File: src/rtl/cpu_trace_serializer_pkg.sv
// cpu_trace_pkg: shared definitions for the CPU trace serializer.
//   - ASCII constants for the fixed frame characters
//   - Frame-state enum (one state per field, in emission order)
//   - Fixed frame lengths (time and reg digits excluded)
package cpu_trace_pkg;

    localparam logic [7:0] CH_CARET  = 8'h5e;  // '^'
    localparam logic [7:0] CH_AT     = 8'h40;  // '@'
    localparam logic [7:0] CH_COLON  = 8'h3a;  // ':'
    localparam logic [7:0] CH_SPACE  = 8'h20;  // ' '
    localparam logic [7:0] CH_DOLLAR = 8'h24;  // '$'
    localparam logic [7:0] CH_STAR   = 8'h2a;  // '*'
    localparam logic [7:0] CH_LT     = 8'h3c;  // '<'
    localparam logic [7:0] CH_EQ     = 8'h3d;  // '='
    localparam logic [7:0] CH_HASH   = 8'h23;  // '#'
    localparam logic [7:0] CH_ZERO   = 8'h30;  // '0'
    localparam logic [7:0] CH_A_LC   = 8'h61;  // 'a'

    // Characters in a frame other than the time digits and reg digits.
    localparam int FRAME_FIXED_REG = 25;
    localparam int FRAME_FIXED_MEM = 33;

    // Start index of an 8-digit hex field (MS nibble first).
    localparam logic [2:0] HEX_MSD = 3'd7;

    typedef enum logic [3:0] {
        S_IDLE,
        S_CARET,
        S_TIME,
        S_AT,
        S_PC,
        S_COLON,
        S_SP1,
        S_SIGIL,
        S_OPND,
        S_SP2,
        S_LT,
        S_EQ,
        S_DATA,
        S_HASH
    } trace_state_e;

endpackage

File: src/rtl/hex_nibble_to_ascii.sv
// hex_nibble_to_ascii: combinational nibble -> lowercase ASCII hex digit.
// Ports:
//   nibble  in  4  value 0..15
//   ascii   out 8  '0'..'9' or 'a'..'f'
module hex_nibble_to_ascii
    import cpu_trace_pkg::*;
(
    input  logic [3:0] nibble,
    output logic [7:0] ascii
);

    always_comb begin
        if (nibble < 4'd10)
            ascii = CH_ZERO + {4'h0, nibble};
        else
            ascii = CH_A_LC + {4'h0, nibble} - 8'd10;
    end

endmodule

File: src/rtl/cpu_trace_serializer.sv
// cpu_trace_serializer: turns one CPU write-back/store event into an ASCII
// trace line, one character per clock:
//   ^<time>@<pc>: $<reg> <=<data>#   (evt_is_mem = 0)
//   ^<time>@<pc>: *<addr> <=<data>#  (evt_is_mem = 1)
// Ports:
//   clk, reset       clock (rising edge), async active-low reset
//   evt_valid/ready  event handshake; ready in IDLE and HASH
//   evt_is_mem       selects memory form
//   evt_time         packed BCD time, MS digit in top nibble
//   evt_pc/reg/addr/data  event fields, captured on accept
//   char, char_valid registered output character stream
//   busy             frame in progress (state != IDLE)
module cpu_trace_serializer
    import cpu_trace_pkg::*;
#(
    parameter int TIME_DIGITS = 4
) (
    input  logic                     clk,
    input  logic                     reset,
    input  logic                     evt_valid,
    output logic                     evt_ready,
    input  logic                     evt_is_mem,
    input  logic [4*TIME_DIGITS-1:0] evt_time,
    input  logic [31:0]              evt_pc,
    input  logic [4:0]               evt_reg,
    input  logic [31:0]              evt_addr,
    input  logic [31:0]              evt_data,
    output logic [7:0]               char,
    output logic                     char_valid,
    output logic                     busy
);

    trace_state_e state_q, state_d;
    logic [2:0]   cnt_q, cnt_d;

    // Holding registers; time padded to 8 digits so the digit counter can
    // index it the same way as the hex fields.
    logic         is_mem_q;
    logic [31:0]  time_q;
    logic [31:0]  pc_q;
    logic [4:0]   reg_q;
    logic [31:0]  addr_q;
    logic [31:0]  data_q;

    logic         accept;
    logic [2:0]   time_msd;
    logic [3:0]   reg_tens;
    logic [4:0]   reg_tens10;
    logic [3:0]   reg_ones;
    logic [3:0]   nibble;
    logic [7:0]   hex_char;
    logic [7:0]   char_d;
    logic         char_valid_d;

    // Gating with reset keeps ready low while reset is held.
    assign evt_ready = reset && (state_q == S_IDLE || state_q == S_HASH);
    assign accept    = evt_valid && evt_ready;
    assign busy      = (state_q != S_IDLE);

    // Highest non-zero time digit; 0 when all digits are zero, so a
    // single '0' is emitted.
    always_comb begin
        time_msd = '0;
        for (int i = 0; i < TIME_DIGITS; i++)
            if (time_q[4*i +: 4] != 4'h0)
                time_msd = 3'(i);
    end

    // Register number 0..31 split into decimal digits.
    always_comb begin
        if (reg_q >= 5'd30)      reg_tens = 4'd3;
        else if (reg_q >= 5'd20) reg_tens = 4'd2;
        else if (reg_q >= 5'd10) reg_tens = 4'd1;
        else                     reg_tens = 4'd0;
        reg_tens10 = 5'(reg_tens * 4'd10);
        reg_ones   = 4'(reg_q - reg_tens10);
    end

    // Digit source for whichever multi-digit field is active.
    always_comb begin
        nibble = 4'h0;
        case (state_q)
            S_TIME: nibble = time_q[{cnt_q, 2'b00} +: 4];
            S_PC:   nibble = pc_q[{cnt_q, 2'b00} +: 4];
            S_OPND: begin
                if (is_mem_q)           nibble = addr_q[{cnt_q, 2'b00} +: 4];
                else if (cnt_q != 3'd0) nibble = reg_tens;
                else                    nibble = reg_ones;
            end
            S_DATA: nibble = data_q[{cnt_q, 2'b00} +: 4];
            default: nibble = 4'h0;
        endcase
    end

    hex_nibble_to_ascii u_hex (
        .nibble (nibble),
        .ascii  (hex_char)
    );

    // State register and digit counter.
    always_ff @(posedge clk or negedge reset) begin
        if (!reset) begin
            state_q <= S_IDLE;
            cnt_q   <= '0;
        end else begin
            state_q <= state_d;
            cnt_q   <= cnt_d;
        end
    end

    // Next-state logic. Digit fields count down to 0, then advance.
    always_comb begin
        state_d = state_q;
        cnt_d   = cnt_q;
        case (state_q)
            S_IDLE:  if (accept) state_d = S_CARET;
            S_CARET: begin
                state_d = S_TIME;
                cnt_d   = time_msd;
            end
            S_TIME:  if (cnt_q == 3'd0) state_d = S_AT;    else cnt_d = cnt_q - 3'd1;
            S_AT: begin
                state_d = S_PC;
                cnt_d   = HEX_MSD;
            end
            S_PC:    if (cnt_q == 3'd0) state_d = S_COLON; else cnt_d = cnt_q - 3'd1;
            S_COLON: state_d = S_SP1;
            S_SP1:   state_d = S_SIGIL;
            S_SIGIL: begin
                state_d = S_OPND;
                if (is_mem_q)             cnt_d = HEX_MSD;
                else if (reg_q >= 5'd10)  cnt_d = 3'd1;
                else                      cnt_d = 3'd0;
            end
            S_OPND:  if (cnt_q == 3'd0) state_d = S_SP2;   else cnt_d = cnt_q - 3'd1;
            S_SP2:   state_d = S_LT;
            S_LT:    state_d = S_EQ;
            S_EQ: begin
                state_d = S_DATA;
                cnt_d   = HEX_MSD;
            end
            S_DATA:  if (cnt_q == 3'd0) state_d = S_HASH;  else cnt_d = cnt_q - 3'd1;
            S_HASH:  state_d = accept ? S_CARET : S_IDLE;
            default: state_d = S_IDLE;
        endcase
    end

    // Output character for the current state; registered below, so the
    // character of a state appears on char one cycle later.
    always_comb begin
        char_d       = 8'h00;
        char_valid_d = (state_q != S_IDLE);
        case (state_q)
            S_CARET: char_d = CH_CARET;
            S_TIME:  char_d = hex_char;
            S_AT:    char_d = CH_AT;
            S_PC:    char_d = hex_char;
            S_COLON: char_d = CH_COLON;
            S_SP1:   char_d = CH_SPACE;
            S_SIGIL: char_d = is_mem_q ? CH_STAR : CH_DOLLAR;
            S_OPND:  char_d = hex_char;
            S_SP2:   char_d = CH_SPACE;
            S_LT:    char_d = CH_LT;
            S_EQ:    char_d = CH_EQ;
            S_DATA:  char_d = hex_char;
            S_HASH:  char_d = CH_HASH;
            default: char_d = 8'h00;
        endcase
    end

    always_ff @(posedge clk or negedge reset) begin
        if (!reset) begin
            char       <= 8'h00;
            char_valid <= 1'b0;
        end else begin
            char       <= char_d;
            char_valid <= char_valid_d;
        end
    end

    // Event capture on the handshake edge.
    always_ff @(posedge clk or negedge reset) begin
        if (!reset) begin
            is_mem_q <= 1'b0;
            time_q   <= '0;
            pc_q     <= '0;
            reg_q    <= '0;
            addr_q   <= '0;
            data_q   <= '0;
        end else if (accept) begin
            is_mem_q <= evt_is_mem;
            time_q   <= 32'(evt_time);
            pc_q     <= evt_pc;
            reg_q    <= evt_reg;
            addr_q   <= evt_addr;
            data_q   <= evt_data;
        end
    end

endmodule

File: config.mk
export PLATFORM = sky130hd
export DESIGN_NAME = cpu_trace_serializer
export DESIGN_NICKNAME = d
export VERILOG_FILES = /design/src/rtl/cpu_trace_serializer_pkg.sv /design/src/rtl/hex_nibble_to_ascii.sv /design/src/rtl/cpu_trace_serializer.sv
export SDC_FILE = /design/constraint.sdc
export NUM_CORES = 1
export LEC_CHECK = 0
export ABC_CLOCK_PERIOD_IN_PS = 3100
export BUFFER_PORTS_ARGS = -buffer_cell sky130_fd_sc_hd__buf_2
export CAP_MARGIN = 20
export CORE_UTILIZATION = 56
export CTS_CLUSTER_SIZE = 24
export DETAILED_ROUTE_END_ITERATION = 16
export HOLD_SLACK_MARGIN = 0.12
export PLACE_DENSITY = 0.81
export SETUP_SLACK_MARGIN = 0.5
export SYNTH_ARGS = -nofsm -noshare
export SYNTH_HDL_FRONTEND = slang
export SYNTH_SLANG_ARGS = --single-unit
File: constraint.sdc
create_clock -name clk -period 3.1 [get_ports clk]
set_input_delay 0.62 -clock clk [delete_from_list [all_inputs] [get_ports clk]]
set_output_delay 0.62 -clock clk [all_outputs]
set_load 0.05 [all_outputs]
# Word-level counts from Yosys, hierarchy flattened
# Index checks and enable logic that the tools add are counted.
# totals
regBits	134
latchBits	0
mem_bits_rw	0
mem_bits_ro	0
inputBits	121
output_inout_bits	11
elab_cells	82
memories	0
# classes
add_sub_neg	5
n_mul	1
div_mod_pow	0
magnitude_cmp	4
eq_ne	19
shifts	4
muxes	23
n_bitwise	0
n_reduce_logical	16
# ops
op	count
variable part select 32 x 6 -> 4 bit	4
one-hot mux 8 bit (9 select lines)	1
one-hot mux 4 bit (14 select lines)	1
two-way mux 4 bit	8
== test 4 bit (second input constant)	6
nonzero test 4 bit	5
== test 4 x 3 -> 1 bit (second input constant)	4
one-hot mux 4 bit (4 select lines)	1
inequality test 2 bit (second input constant)	6
one-hot mux 3 bit (4 select lines)	1
greater-or-equal comparator 5 bit (second input constant)	2
adder 7 x 4 -> 8 bit (first input constant)	1
== test 4 x 2 -> 1 bit (second input constant)	2
two-way mux 2 bit	4
two-way mux 8 bit	1
subtractor 8 x 4 -> 8 bit (second input constant)	1
adder 6 x 4 -> 7 bit (first input constant)	1
two-way mux 3 bit	2
greater-or-equal comparator 5 x 4 -> 1 bit (second input constant)	1
AND reduction 5 bit	1
== test 4 x 1 -> 1 bit (second input constant)	1
logical NOT 4 bit	1
less-than comparator 4 bit (second input constant)	1
two-way mux 1 bit	4
other kinds (10)	12

# Logic depth before layout (Yosys ltp)
# Gate-level depths: netlist (run 1).
# logic_depth
depth_word	13
ltp_mapped	13
mapped_depth_nobuf	13

# By module
# Synthesis (run 1) repeated with hierarchy kept, for this count alone.
# unflattened
hier_cells	520
area_unflattened_um2	6668.9
# modules_own_cells
mod	instances	cells_each	area_per_inst_um2
cpu_trace_serializer	1	503	6546.3
hex_nibble_to_ascii	1	17	122.6

# Worst setup path after synthesis (run 1)
# OpenSTA, ideal clock, no wires.
# synth_timing
path_kind	reg2reg
from	reg state_q[3]
to	reg addr_q[0]
setup_time_ps	125
arrival_ps	2637
path_slack_ps	338
path_stages_with_launch	9
path_buffers	4
period_less_slack_ps	2762
path_cell_list	dfrtp_1 -> buf_4 -> buf_6 -> or3_1 -> a21oi_1 -> nand2_1 -> clkbuf_1 -> buf_2 -> mux2_2
# synth_via
elab_chain_cells	4
elab_cells_between_ends	5
# synth_rtl
element	line_no	source
start, declared	cpu_trace_serializer.sv:33	trace_state_e state_q, state_d;
start signal, assigned	cpu_trace_serializer.sv:106	state_q <= state_d;
== test 4 bit / logical NOT 4 bit (equally long branches)	cpu_trace_serializer.sv:56	assign evt_ready = reset && (state_q == S_IDLE || state_q == S_HASH);
logical OR 1 bit *	cpu_trace_serializer.sv:56	
logical AND 1 bit *	cpu_trace_serializer.sv:56	
via evt_ready	cpu_trace_serializer.sv:21	output logic evt_ready,
logical AND 1 bit *	cpu_trace_serializer.sv:57	assign accept = evt_valid && evt_ready;
end signal, assigned	cpu_trace_serializer.sv:195	addr_q <= evt_addr;
end, declared	cpu_trace_serializer.sv:42	logic [31:0] addr_q;
# The timed path passes the listed nets; every way through them passes the cells marked *.
# A chain may end at the register's enable or synchronous reset.

# Worst setup path after layout (run 1)
# layout_timing
from	reg reg_q[4]
to	reg char[1]
# layout_via
elab_chain_cells	13
elab_cells_between_ends	17
# layout_rtl
element	line_no	source
start, declared	cpu_trace_serializer.sv:41	logic [4:0] reg_q;
start signal, assigned	cpu_trace_serializer.sv:194	reg_q <= evt_reg;
greater-or-equal comparator 5 x 4 -> 1 bit	cpu_trace_serializer.sv:73	else if (reg_q >= 5'd10) reg_tens = 4'd1;
two-way mux 1 bit	cpu_trace_serializer.sv:73	
two-way mux 2 bit	cpu_trace_serializer.sv:72	else if (reg_q >= 5'd20) reg_tens = 4'd2;
two-way mux 2 bit *	cpu_trace_serializer.sv:71	if (reg_q >= 5'd30) reg_tens = 4'd3;
multiplier 2 x 3 -> 3 bit	cpu_trace_serializer.sv:75	reg_tens10 = 5'(reg_tens * 4'd10);
subtractor 4 bit	cpu_trace_serializer.sv:76	reg_ones = 4'(reg_q - reg_tens10);
two-way mux 4 bit *	cpu_trace_serializer.sv:87	else if (cnt_q != 3'd0) nibble = reg_tens;
two-way mux 4 bit *	cpu_trace_serializer.sv:86	if (is_mem_q) nibble = addr_q[{cnt_q, 2'b00} +: 4];
one-hot mux 4 bit (4 select lines) *	cpu_trace_serializer.sv:82	case (state_q)
adder 7 x 4 -> 8 bit	hex_nibble_to_ascii.sv:16	ascii = CH_A_LC + {4'h0, nibble} - 8'd10;
subtractor 8 x 4 -> 8 bit	hex_nibble_to_ascii.sv:16	
two-way mux 8 bit *	hex_nibble_to_ascii.sv:13	if (nibble < 4'd10)
one-hot mux 8 bit (9 select lines) *	cpu_trace_serializer.sv:153	case (state_q)
via char_d[1]	cpu_trace_serializer.sv:52	logic [7:0] char_d;
end signal, assigned	cpu_trace_serializer.sv:176	char <= char_d;
end, declared	cpu_trace_serializer.sv:28	output logic [7:0] char,
# Marked as above.

==> metrics.txt, run 1 <==
r2r worst-path depth 12; Worst Path Required 3.40 ns; crit end category flip-flop; Initial Util 58.26%; NumNets Final about 800; pin count of the biggest net entering global routing 64; Clk Latency, worst-skew pair approximately 0.44 ns; ys async rst share 100.0%; library cells used by synthesis 65; Cells after Synth 519; Synthesis Warnings 0; register area share after synthesis 49.19%; first-pass GRT wire length 26950 um; Root Buffer Master clkbuf_16; Num Clock Sinks 133; most used flip-flop cell after synthesis dfrtp_1; TritonCTS clock tree built; DR pass1 iterations 11; fin cells approximately 830; final hold violation count 0; post-route setup TNS 0 ns; DR iter-0 viols between 200 and 250; Rows 39; Syn Area/Cell between 10 and 15 um^2; crit path from reg_q[4]; CP Class flip-flop to flip-flop; Die Footprint ~0.013 mm^2; number of remaining DRC errors 4; RSZ-0062 raised after global routing yes; failing checks design-rule violations; cell area after synthesis 0.006766 mm^2; die span in y roughly 110 um; syn_nets 645; Inserted Clock Buffers 17; post-synth top area cell dfrtp_1; power density over the cells roughly 1200 mW/mm^2; gr usage total approximately 29%; Fillers just under 800; worst hold slack 0.1604 ns; Post-synth EDFFs 0; initial antenna violation count 1; # H-tree levels 4; GR Overflow Total 0; via density per instance between 5 and 6; clk buf depth 2; commonest non-fill, non-tap cell in the layout dfrtp_1; Data arrival, critical path about 3.2 ns; Syn-to-layout area delta 24.13%; antenna viol nets, final 0; min cycle time layout 2.870 ns; Critical Path Start Type flip-flop; crit path max fanout 4; overall power 9.812 mW; Max-Cap Viols 0; number of global-route vias before repair 5240; fin. max-slew vios 0; Core Area 0.01161 mm^2; CTS clk-pin slew, worst paths 0.06 ns; WL/cell 19.70 um; HP Class input pin to asynchronous set/reset pin; # setup viols final 0; Worst Max-Slew Pin Slew 0.8034 ns; Max-slew headroom a little under half; Tcrit/Tclk final about 90%; I/O pins 132; most frequent cells in the layout 131 x dfrtp_1, 128 x buf_2, 127 x mux2_2; dpl cells 779; Port Buf Inserts 130; hpwl dp 11500 um; maximum VDD drop ~0.55 mV; layout cell share with drive strength beyond 1 around 53%; worst r2r src reg_q[4]; skew final 0.01317 ns; top cells by area, synth dfrtp_1 49%, mux2_2 21%, mux4_1 2.7%; FF+latch count, synth 133; Highest Clock Rate 348.4 MHz; Leakage ~3.8 nW; post-synth top area share 49.19%; WL final 16320 um; outcome finished with violations; Placer Congestion 0.9805; Die Wd approximately 110 um; via count 4949
worst paths after layout:
check                             end  slack (ns)
min in group clk           addr_q[19]        0.41
max in group asynchronous  state_q[3]        2.10
hold reg to reg            addr_q[17]        0.50
setup reg to reg              char[1]        0.23
hold / removal             data_q[14]        0.16
setup / recovery              char[1]        0.23
what timing repair did:
action,in CTS,in global routing
resized for setup,8,4
setup buffers,10,5
endpoints found under the setup margin,8,6
endpoints found under the hold margin,32,0
hold buffers,1,0
pin swaps,7,4
logic make-up (layout without fill, tap and decap cells):
| logic type | after synthesis | count (layout) | share of synthesized area (%) |
|---|---|---|---|
| muxes | 156 | 156 | 28.22 |
| xor gates and xnor gates | 4 | 4 | 0.5178 |
| other | 1 | 2 | 0.05542 |
| adders and majority gates | 6 | 6 | 1.183 |
| DFF | 133 | 133 | 49.19 |
| buffers and inverters | 51 | 216 | 4.271 |
| and+or+nand+nor | 72 | 72 | 6.065 |
| AOI/OAI and AO/OA | 96 | 96 | 10.50 |
final cells by class:
class	count	area [um^2]	area share, %
clock buffer	20	456.7	5.437
sequential	133	3333	39.68
inverter	12	52.55	0.6257
antenna	1	2.502	0.02979
timing repair buffer	172	1003	11.95
clock inverter	12	166.4	1.981
multi-input combinational	335	3206	38.16
tap	143	178.9	2.130
power by group:
| part | switching, mW | internal, mW |
|---|---|---|
| logic | 2.15 | 2.24 |
| registers | 0.677 | 2.62 |
| clock network | 0.809 | 1.32 |
critical path, cell delays in order (launching register included):
cell      delay, ns
dfrtp_1        0.37
inv_2          0.06
maj3_2         0.31
a21o_1         0.18
ha_2           0.18
fa_1           0.51
nor2_2         0.05
a221oi_2       0.28
a211oi_2       0.08
a221oi_4       0.27
inv_2          0.12
a221oi_2       0.25
a21oi_1        0.08
cell usage after synthesis, drive strengths merged, types with 10 or more instances:
master	count
clkbuf	10
inv	11
dfrtp	133
a211oi	10
mux2i	16
buf	29
mux4	13
o21ai	16
mux2	127
nor2	13
a21oi	21
nand2	21
metal layers:
| layer | vias up | track usage (%) | share of wire [%] |
|---|---|---|---|
| met5 | - | 0 | 0 |
| met4 | 0 | 13.33 | 3.6 |
| met3 | 50 | 7.349 | 6.3 |
| met2 | 189 | 48.36 | 50 |
| met1 | 2463 | 34.41 | 40 |
| li1 | 2247 | - | - |
sequential cells by signal, summed over array words and instances, names as in the netlist:
| register | cells |
|---|---|
| time_q | 16 |
| data_q | 32 |
| reg_q | 5 |
| cnt_q | 3 |
| addr_q | 32 |
| char | 7 |
| char_valid | 1 |
| pc_q | 32 |
| is_mem_q | 1 |
| state_q | 4 |
per-stage QoR:
stage	util (%)	setup WS, ns	area (um^2)
2_1_floorplan	-	0.4959	6802
3_5_place_dp	65.54	0.2098	7611
3_3_place_gp	65.54	0.3000	7611
5_1_grt	72.32	0.09500	8399
4_1_cts	71.92	0.2680	8353
6_report	72.32	0.2297	8399
Note: power is estimated with default switching activity, not from simulation.
==> run 2: changes to the inputs <==
Settings changed: CELL_PAD_IN_SITES_DETAIL_PLACEMENT from default to 1, CELL_PAD_IN_SITES_GLOBAL_PLACEMENT from default to 1, CORE_UTILIZATION 56 to 45.
==> run 2 against run 1 <==
Compared with the run above:
- worst setup slack worse by 0.023 ns
- design area is 1.2% lower
- the run now ends clean
- critical endpoint is now char[0]
- power is 0.64% lower
- wire length is 18% higher
- first-iteration DRC count is 16% higher
- die area is 24% higher
==> metrics.txt, run 2 (synthesized netlist as in run 1, its figures left out) <==
crit path max fanout 4; WL/cell around 22 um; Crit path buffers/inverters 1; Regs by FF count addr_q (32), data_q (32), pc_q (32); NumNets Final 787; initial antenna violation count 2; cts hold-fix bufs 0; most frequent cells in the layout 128 x buf_2, 127 x mux2_2, 127 x dfrtp_1; critical path's slowest cell fa_1; Num Clock Sinks 133; # setup viols final 0; Data arrival, critical path 3.22 ns; skew final 0.007121 ns; via density per instance between 5 and 6; Placer Congestion 0.9027; I/O pins 132; clk buf depth 2; Die Footprint around 0.016 mm^2; DR iter-0 viols 272; antenna viol nets, final 0; fin. max-slew vios 0; outcome finished clean; first-pass GRT wire length 30660 um; Root Buffer Master clkbuf_16; # H-tree levels 4; Syn-to-layout area delta 22.65%; die span in y about 120 um; CP Class flip-flop to flip-flop; final hold violation count 0; number of remaining DRC errors 0; HP Class input pin to asynchronous set/reset pin; dpl cells 816; worst-path cell chain maj3_2 -> a21o_1 -> ha_2 -> fa_1 -> nor2_2 -> a221oi_2 -> a211oi_2 -> a221oi_4 -> inv_2 -> o21ai_2 -> mux2i_1; Worst path max stage delay 0.50 ns; Highest Clock Rate 345.6 MHz; utilization after layout between 50 and 60%; Max-Cap Viols 0; Initial Util approximately 46%; Core Area 0.01459 mm^2; min cycle time layout 2.894 ns; crit end category flip-flop; hpwl dp 13350 um; DR pass1 iterations 4; Leakage 3.732 nW; GR Overflow Total 0; RSZ-0062 raised after global routing yes; number of global-route vias before repair approximately 5.5k; commonest non-fill, non-tap cell in the layout buf_2; Tcrit/Tclk final a little over 90%; layout cell share with drive strength beyond 1 52.97%; Post-Place Worst Slack 0.1863 ns; worst hold slack 0.3415 ns; Port Buf Inserts 130; diode count 0; pin count of the biggest net entering global routing just under 80; Rows 44; Worst Max-Slew Pin Slew 0.9849 ns; delay-heaviest family, CP adder cells; WL final 19190 um; Clk Latency, worst-skew pair 0.43 ns; gr usage total 26.09%; CTS clk-pin slew, worst paths 0.06 ns; Die Wd 124.6 um; maximum VDD drop 0.6571 mV; post-route setup TNS 0 ns; final worst-path setup slack about 0.21 ns; Worst Path Required 3.43 ns; via count 4949; Critical Path Start Type flip-flop; TritonCTS clock tree built; Inserted Clock Buffers 17; fin cells 858; Max-slew headroom 34.34%; power density over the cells about 1200 mW/mm^2
-- run 2: cell types whose count changed in the layout (fill, tap and decap cells not counted), moves of 3 or more --
cell,previous run,this run
dfrtp_1,131,127
dfrtp_2,1,5
clkinvlp_4,1,4
buf_4,40,31
-- run 2: area by class of cell --
| cell class | instances | area [um^2] |
|---|---|---|
| Clock buffer | 21 | 450.4 |
| Sequential cell | 133 | 3338 |
| Inverter | 12 | 50.05 |
| Tap cell | 184 | 230.2 |
| Timing Repair Buffer | 162 | 907.1 |
| Multi-Input combinational cell | 335 | 3222 |
| Clock inverter | 11 | 101.3 |
| Fill cell | 1517 | 6290 |
-- run 2: worst paths after layout --
kind | from | endpoint | slack (ns) | cells after the start
min in group clk | evt_addr[28] | addr_q[28] | 0.42 | 2
max in group asynchronous | reset | state_q[3] | 1.24 | 3
min reg2reg | data_q[22] | data_q[22] | 0.50 | 1
max | reg_q[1] | char[0] | 0.21 | 11
min | reset | cnt_q[2] | 0.34 | 2
max reg2reg | reg_q[1] | char[0] | 0.21 | 11
-- run 2: per-stage QoR --
stage	instance area (um^2)	power (mW)
6_report	8299	9.749
5_1_grt	8299	10.30
4_1_cts	8272	9.732
3_5_place_dp	7616	7.565
3_3_place_gp	7616	7.288
2_1_floorplan	6802	6.325
-- run 2: metal layers --
metal  part of all wire, %  up-vias  GRT usage (%)
li1                      -     2227              -
met1                    40     2536          30.82
met5                 0.068        -              0
met3                   6.0       28          8.119
met2                    52      156          44.30
met4                   2.1        2          9.922
-- run 2: repair_timing --
action | in CTS | in global routing
pin swaps | 9 | 4
resized for setup | 15 | 3
endpoints found under the setup margin | 7 | 7
buffers inserted | 8 | 2
-- run 2: power by group --
group,internal [mW],switching (mW)
registers,2.62,0.708
clock network,1.12,0.783
logic,2.20,2.32
